**config.mk**
```make
export PLATFORM = sky130hd
export DESIGN_NAME = multicycle_ctrl
export DESIGN_NICKNAME = d
export VERILOG_FILES = /design/src/rtl/ctrl_pkg.sv /design/src/rtl/cond_check.sv /design/src/rtl/multicycle_ctrl.sv
export SDC_FILE = /design/constraint.sdc
export NUM_CORES = 1
export LEC_CHECK = 0
export CAP_MARGIN = 10
export CORE_ASPECT_RATIO = 1.5
export CORE_UTILIZATION = 35
export DETAILED_ROUTE_END_ITERATION = 10
export GPL_TIMING_DRIVEN = 0
export HOLD_SLACK_MARGIN = 0.06
export PLACE_DENSITY = 0.75
export REMOVE_ABC_BUFFERS = 1
export SYNTH_ARGS = -nofsm -noshare
export SYNTH_HDL_FRONTEND = slang
export SYNTH_SLANG_ARGS = --single-unit
```
**constraint.sdc**
```tcl
create_clock -name clk -period 1.7 [get_ports clk]
set_clock_uncertainty 0.2 [all_clocks]
set_input_delay 0.255 -clock clk [delete_from_list [all_inputs] [get_ports clk]]
set_output_delay 0.255 -clock clk [all_outputs]
set_load 0.01 [all_outputs]
```
**src/rtl/ctrl_pkg.sv**
```systemverilog
// Shared types and encodings for the multicycle control unit.
package ctrl_pkg;

  localparam int unsigned FLAG_W = 4;

  typedef enum logic [3:0] {
    StFetch,
    StDecode,
    StMemAdr,
    StMemRd,
    StMemWb,
    StMemWr,
    StExecR,
    StExecI,
    StAluWb,
    StBranch
  } state_t;

  // instr[27:26] classes
  localparam logic [1:0] OP_DP  = 2'b00;
  localparam logic [1:0] OP_MEM = 2'b01;
  localparam logic [1:0] OP_BR  = 2'b10;

  // Condition codes, instr[31:28]
  localparam logic [3:0] COND_EQ = 4'h0;
  localparam logic [3:0] COND_NE = 4'h1;
  localparam logic [3:0] COND_CS = 4'h2;
  localparam logic [3:0] COND_CC = 4'h3;
  localparam logic [3:0] COND_MI = 4'h4;
  localparam logic [3:0] COND_PL = 4'h5;
  localparam logic [3:0] COND_VS = 4'h6;
  localparam logic [3:0] COND_VC = 4'h7;
  localparam logic [3:0] COND_HI = 4'h8;
  localparam logic [3:0] COND_LS = 4'h9;
  localparam logic [3:0] COND_GE = 4'hA;
  localparam logic [3:0] COND_LT = 4'hB;
  localparam logic [3:0] COND_GT = 4'hC;
  localparam logic [3:0] COND_LE = 4'hD;
  localparam logic [3:0] COND_AL = 4'hE;

  localparam logic [3:0] CMD_CMP = 4'b1010;

  // Mux selects
  localparam logic [1:0] RES_ALUOUT    = 2'b00;
  localparam logic [1:0] RES_DATA      = 2'b01;
  localparam logic [1:0] RES_ALURESULT = 2'b10;
  localparam logic [1:0] SRCB_RD2      = 2'b00;
  localparam logic [1:0] SRCB_IMM      = 2'b01;
  localparam logic [1:0] SRCB_FOUR     = 2'b10;
  localparam logic [1:0] IMM_BR        = 2'b10;

endpackage

```
**src/rtl/cond_check.sv**
```systemverilog
// Combinational ARM condition evaluation against NZCV; cond 1111 never passes.
module cond_check
  import ctrl_pkg::*;
(
  input  logic [3:0] cond,
  input  logic [3:0] nzcv,
  output logic       cond_ex
);

  logic n, z, c, v;
  assign {n, z, c, v} = nzcv;

  // Decode condition code into pass/fail
  always_comb begin
    cond_ex = 1'b0;
    case (cond)
      COND_EQ: cond_ex = z;
      COND_NE: cond_ex = ~z;
      COND_CS: cond_ex = c;
      COND_CC: cond_ex = ~c;
      COND_MI: cond_ex = n;
      COND_PL: cond_ex = ~n;
      COND_VS: cond_ex = v;
      COND_VC: cond_ex = ~v;
      COND_HI: cond_ex = c & ~z;
      COND_LS: cond_ex = ~c | z;
      COND_GE: cond_ex = (n == v);
      COND_LT: cond_ex = (n != v);
      COND_GT: cond_ex = ~z & (n == v);
      COND_LE: cond_ex = z | (n != v);
      COND_AL: cond_ex = 1'b1;
      default: cond_ex = 1'b0;
    endcase
  end

endmodule

```
**src/rtl/multicycle_ctrl.sv**
```systemverilog
// Multicycle control FSM: sequences the shared datapath, owns the NZCV register.
// Optional build macro MULTICYCLE_MEM_WAIT_EN: FETCH/MEMRD/MEMWR stall on mem_ready.
module multicycle_ctrl
  import ctrl_pkg::*;
#(
  parameter int unsigned FLAG_W = 4
) (
  input  logic              clk,
  input  logic              rst,
  input  logic [1:0]        op,
  input  logic [5:0]        funct,
  input  logic [3:0]        rd,
  input  logic [3:0]        cond,
  input  logic [FLAG_W-1:0] alu_flags,
  input  logic              mem_ready,
  output logic              pc_write,
  output logic              adr_src,
  output logic              ir_write,
  output logic              mem_w,
  output logic              reg_w,
  output logic [1:0]        result_src,
  output logic              alu_src_a,
  output logic [1:0]        alu_src_b,
  output logic [1:0]        imm_src,
  output logic [1:0]        reg_src,
  output logic              alu_op,
  output logic [FLAG_W-1:0] flags,
  output logic              illegal_op
);

  state_t            state_q;
  logic [FLAG_W-1:0] flags_q;
  logic              cond_ex;
  logic              mem_ok;
  logic              is_cmp;
  logic              pc_dest;

`ifdef MULTICYCLE_MEM_WAIT_EN
  assign mem_ok = mem_ready;
`else
  logic unused_mem_ready;
  assign unused_mem_ready = mem_ready;
  assign mem_ok = 1'b1;
`endif

  assign is_cmp  = (funct[4:1] == CMD_CMP);
  assign pc_dest = (rd == 4'd15);

  cond_check u_cond_check (
    .cond    (cond),
    .nzcv    (flags_q[3:0]),
    .cond_ex (cond_ex)
  );

  // State sequencing and flag capture in EXEC when S is set
  always_ff @(posedge clk) begin
    if (rst) begin
      state_q <= StFetch;
      flags_q <= '0;
    end else begin
      case (state_q)
        StFetch:  if (mem_ok) state_q <= StDecode;
        StDecode: begin
          if (!cond_ex || op == 2'b11) begin
            state_q <= StFetch;
          end else if (op == OP_DP) begin
            state_q <= funct[5] ? StExecI : StExecR;
          end else if (op == OP_MEM) begin
            state_q <= StMemAdr;
          end else begin
            state_q <= StBranch;
          end
        end
        StMemAdr: state_q <= funct[0] ? StMemRd : StMemWr;
        StMemRd:  if (mem_ok) state_q <= StMemWb;
        StMemWr:  if (mem_ok) state_q <= StFetch;
        StExecR, StExecI: begin
          state_q <= StAluWb;
          if (funct[0]) flags_q <= alu_flags;
        end
        default:  state_q <= StFetch;
      endcase
    end
  end

  // Moore output decode; reset blanks everything in the same cycle
  always_comb begin
    pc_write   = 1'b0;
    adr_src    = 1'b0;
    ir_write   = 1'b0;
    mem_w      = 1'b0;
    reg_w      = 1'b0;
    result_src = RES_ALUOUT;
    alu_src_a  = 1'b0;
    alu_src_b  = SRCB_RD2;
    imm_src    = 2'b00;
    reg_src    = 2'b00;
    alu_op     = 1'b0;
    illegal_op = 1'b0;
    flags      = rst ? '0 : flags_q;
    if (!rst) begin
      case (state_q)
        StFetch: begin
          ir_write   = mem_ok;
          pc_write   = mem_ok;
          alu_src_a  = 1'b1;
          alu_src_b  = SRCB_FOUR;
          result_src = RES_ALURESULT;
        end
        StDecode: begin
          alu_src_a  = 1'b1;
          alu_src_b  = SRCB_FOUR;
          result_src = RES_ALURESULT;
          // RA2 from Rd for stores, RA1 from PC for branches
          reg_src    = {(op == OP_MEM) && !funct[0], op == OP_BR};
          illegal_op = (op == 2'b11);
        end
        StMemAdr: alu_src_b = SRCB_IMM;
        StMemRd:  adr_src = 1'b1;
        StMemWb: begin
          result_src = RES_DATA;
          reg_w      = 1'b1;
          pc_write   = pc_dest;
        end
        StMemWr: begin
          adr_src = 1'b1;
          mem_w   = mem_ok;
        end
        StExecR: alu_op = 1'b1;
        StExecI: begin
          alu_op    = 1'b1;
          alu_src_b = SRCB_IMM;
        end
        StAluWb: begin
          result_src = RES_ALUOUT;
          reg_w      = !is_cmp;
          pc_write   = pc_dest && !is_cmp;
        end
        StBranch: begin
          alu_src_b  = SRCB_IMM;
          imm_src    = IMM_BR;
          result_src = RES_ALURESULT;
          pc_write   = 1'b1;
        end
        default: ;
      endcase
    end
  end

endmodule

```
==> qor.yml <==
max_cap_viol_count: 0
post-route-period-util: 1.33
sequentialPowerShare: 0.303
pwr-share-clk: 0.205
core_ar_um2: 2230
place.gp.congestion: 0.812
critical_path.reg2reg.startpoint: "state_q[2]"
hold-path-cell-count: 2
arr_time_crit_path_ns: 1.81
total_leakage_power_nw: 0.696
ctsRootBufferMaster: "sky130_fd_sc_hd__clkbuf_4"
intPower_uw: 449
cts-hold-fix-buffers: 0
synth-edff-count: 0
layout-drive-gt1-share: 0.509
number_of_global_route_vias_before_repair: 930
switchingPower_uw: 227
ioPinCount: 43
drtAntennaViolNets: 0
criticalPathCategory: "flip-flop to output pin"
postSynthAreaPerCell_um2: 7.54
layout.cells.most_common: "sky130_fd_sc_hd__buf_2"
synthFlopType: "sky130_fd_sc_hd__dfxtp_1"
post_drt_wl_per_cell_um: 15.5
placed_insts: 162
regToRegSetupSlack_ns: -0.24
synth-adder-area-share: 0
grt_setup_unrepaired: "true"
dp_worst_setup_slack_ns: -1.04
hold_end: "flags_q[1]"
async_reset_ff_frac: 0
synth-simple-area-share: 0.365
hold_path_class: "input port to flip-flop"
overflow: 0
die_width_um: 41.8
clock_tree.buffer_depth: 2
post_syn_instances: 110
peakVddDrop_mv: 0.389
yosys_register_bits: 8
cts-htree-levels: 1
dr_total_vias: 1016
placed_area_um2: 1190
comb_power_share: 0.492
r2r.worst_path.cells: 5
result_of_the_run: "complete, but fails checks"
synth.yosys.seq_area_share: 0.193
initial_antenna_violation_count: 0
floorplan.initialDensity: 0.371
synthDominantAreaCellType: "sky130_fd_sc_hd__dfxtp_1"
drt_iter0_markers: 35
yosysWarnings: 0
final_design_area_no_fill_um2: 1500
final_period_minus_worst_setup_slack_ns: 2.26
cts.reportedPaths.clkPinSlew_ns: 0.06
die_area_um2: 2570
end_kind: "output pin"
final_max_slew_viol_count: 0
switching_share: 0.336
r2r_end: "state_q[1]"
fp-row-count: 21
first_pass_iters: 4
io_buffer_count: 40
grt_max_degree: 20
hold_path.startpoint: "rst"
cts_tree: "yes"
grt.total_usage: 0.205
highest_achievable_clock_rate_mhz: 442
yosys-top-cells-area: "sky130_fd_sc_hd__dfxtp_1 19%, sky130_fd_sc_hd__mux2i_1 7.2%, sky130_fd_sc_hd__nor2b_1 5.3%"
mostFrequentLayoutCells: "13 x sky130_fd_sc_hd__buf_2, 12 x sky130_fd_sc_hd__clkdlybuf4s50_1, 11 x sky130_fd_sc_hd__buf_4, 9 x sky130_fd_sc_hd__dlygate4sd2_1, 8 x sky130_fd_sc_hd__buf_6"
p_per_area_nw_per_um2: 451
clock_insertion_delay_worst_skew_ns: 0.24
synthDistinctLibCells: 46
cp_max_fo: 3
antenna_diode_count: 0
grt_first_pass_wirelength_um: 4200
required_ns: 1.24
synth_mux_area_frac: 0.0724
synth.top_cell.area_share: 0.193
fillCellCount: 184
fin_cells: 184
clock-sinks: 8
drt_wl_total_um: 2850
finalHoldViolations: 0
synth_xor_xnor_area_share: 0.0528
num-nets-final: 186
summed_instance_area_of_the_synthesized_netlist_um2: 830
synth_top_family_by_area: "simple AND/OR/NAND/NOR gates"
report.power.total_uw: 676
post-dp-hpwl_um: 1710
post-route-util: 0.671
fin_setup_tns_ns: -3.27
layout-area-overhead-vs-synth_pct: 80.7
route.detailed.drc: 0
die_h_um: 61.6
route.detailed.vias_per_inst: 5.52
setup_violations: 14
fin_worst_hold_slack_ns: 0.248
timing.final.ws_setup_ns: -0.564
synth_compound_area_frac: 0.190
violated_checks: "setup timing"
cts-buffers-inserted: 3
critical_path.startpoint_type: "flip-flop"
[power groups by stage]
| stage | sequential [mW] | clock (mW) | combinational [mW] |
|---|---|---|---|
| 2_1_floorplan | 0.214 | 0 | 0.110 |
| 3_3_place_gp | 0.218 | 0 | 0.223 |
| 3_5_place_dp | 0.218 | 0 | 0.230 |
| 4_1_cts | 0.207 | 0.150 | 0.267 |
| 5_1_grt | 0.205 | 0.158 | 0.358 |
| 6_report | 0.205 | 0.139 | 0.333 |
[flip-flops by register name (all words and copies together) (netlist names)]
register,count
flags_q,4
state_q,4
[cell usage after synthesis, types with 2 or more instances]
| library cell | number |
|---|---|
| sky130_fd_sc_hd__clkbuf_1 | 2 |
| sky130_fd_sc_hd__xnor2_1 | 3 |
| sky130_fd_sc_hd__buf_6 | 2 |
| sky130_fd_sc_hd__o31a_1 | 2 |
| sky130_fd_sc_hd__mux2i_1 | 6 |
| sky130_fd_sc_hd__nor3b_1 | 2 |
| sky130_fd_sc_hd__nor4bb_1 | 2 |
| sky130_fd_sc_hd__and2_1 | 2 |
| sky130_fd_sc_hd__buf_2 | 3 |
| sky130_fd_sc_hd__o21ai_0 | 3 |
| sky130_fd_sc_hd__a21oi_1 | 2 |
| sky130_fd_sc_hd__o21ai_1 | 3 |
| sky130_fd_sc_hd__nand3_1 | 4 |
| sky130_fd_sc_hd__buf_4 | 3 |
| sky130_fd_sc_hd__nor4_1 | 2 |
| sky130_fd_sc_hd__nor2b_1 | 7 |
| sky130_fd_sc_hd__inv_1 | 7 |
| sky130_fd_sc_hd__nor3_1 | 5 |
| sky130_fd_sc_hd__dfxtp_1 | 8 |
| sky130_fd_sc_hd__xor2_1 | 2 |
| sky130_fd_sc_hd__nand2_1 | 5 |
| sky130_fd_sc_hd__nor2_1 | 11 |
[critical path: stages, from the launching register on]
cell and delay [ns]:
sky130_fd_sc_hd__dfxtp_4 0.34, sky130_fd_sc_hd__or4b_4 0.56, sky130_fd_sc_hd__or3b_4 0.42, sky130_fd_sc_hd__nor3_2 0.10, sky130_fd_sc_hd__buf_2 0.15
[cell families after synthesis]
kind of cell / count (synthesis)
muxes: 6
AOI/OAI and AO/OA: 20
xor gates and xnor gates: 5
DFF: 8
buffers and inverters: 19
and+or+nand+nor: 51
other: 1
[final cells by class]
type                    count  area, um2  area share
clock buffers               3       22.5      0.0150
inverters                   8       36.3      0.0242
multi-input cells          83        724       0.483
flip-flops and latches      8        185       0.124
well taps                  23       28.8      0.0192
repair buffers             59        502       0.335
[metal layers]
metal,up-vias,wire [um],GRT usage,part of all wire
met3,5,177,0.0352,0.062
met1,472,1090,0.225,0.38
met4,0,36,0.0415,0.013
met2,50,1550,0.413,0.54
li1,489,-,-,-
met5,-,0,0,0
[what timing repair did]
item / in CTS / in global routing
gates resized for setup: 117 / 21
cloned: 0 / 0
pin swaps: 11 / 12
setup endpoints to repair: 23 / 19
setup buffers: 13 / 6
[worst max-delay path by stage]
| stage | endpoint | slack, ns | startpoint | cells past startpoint |
|---|---|---|---|---|
| after floorplan | reg_src[1] | -0.24 | state_q[1] | 3 |
| after global placement | reg_src[0] | -0.99 | rst | 4 |
| after detailed placement | ir_write | -1.04 | rst | 4 |
| after CTS | reg_src[0] | -0.59 | state_q[2] | 4 |
| after global routing | reg_src[1] | -0.64 | state_q[2] | 4 |
| final | reg_src[1] | -0.56 | state_q[2] | 4 |
Note: power is estimated with default switching activity, not from simulation.
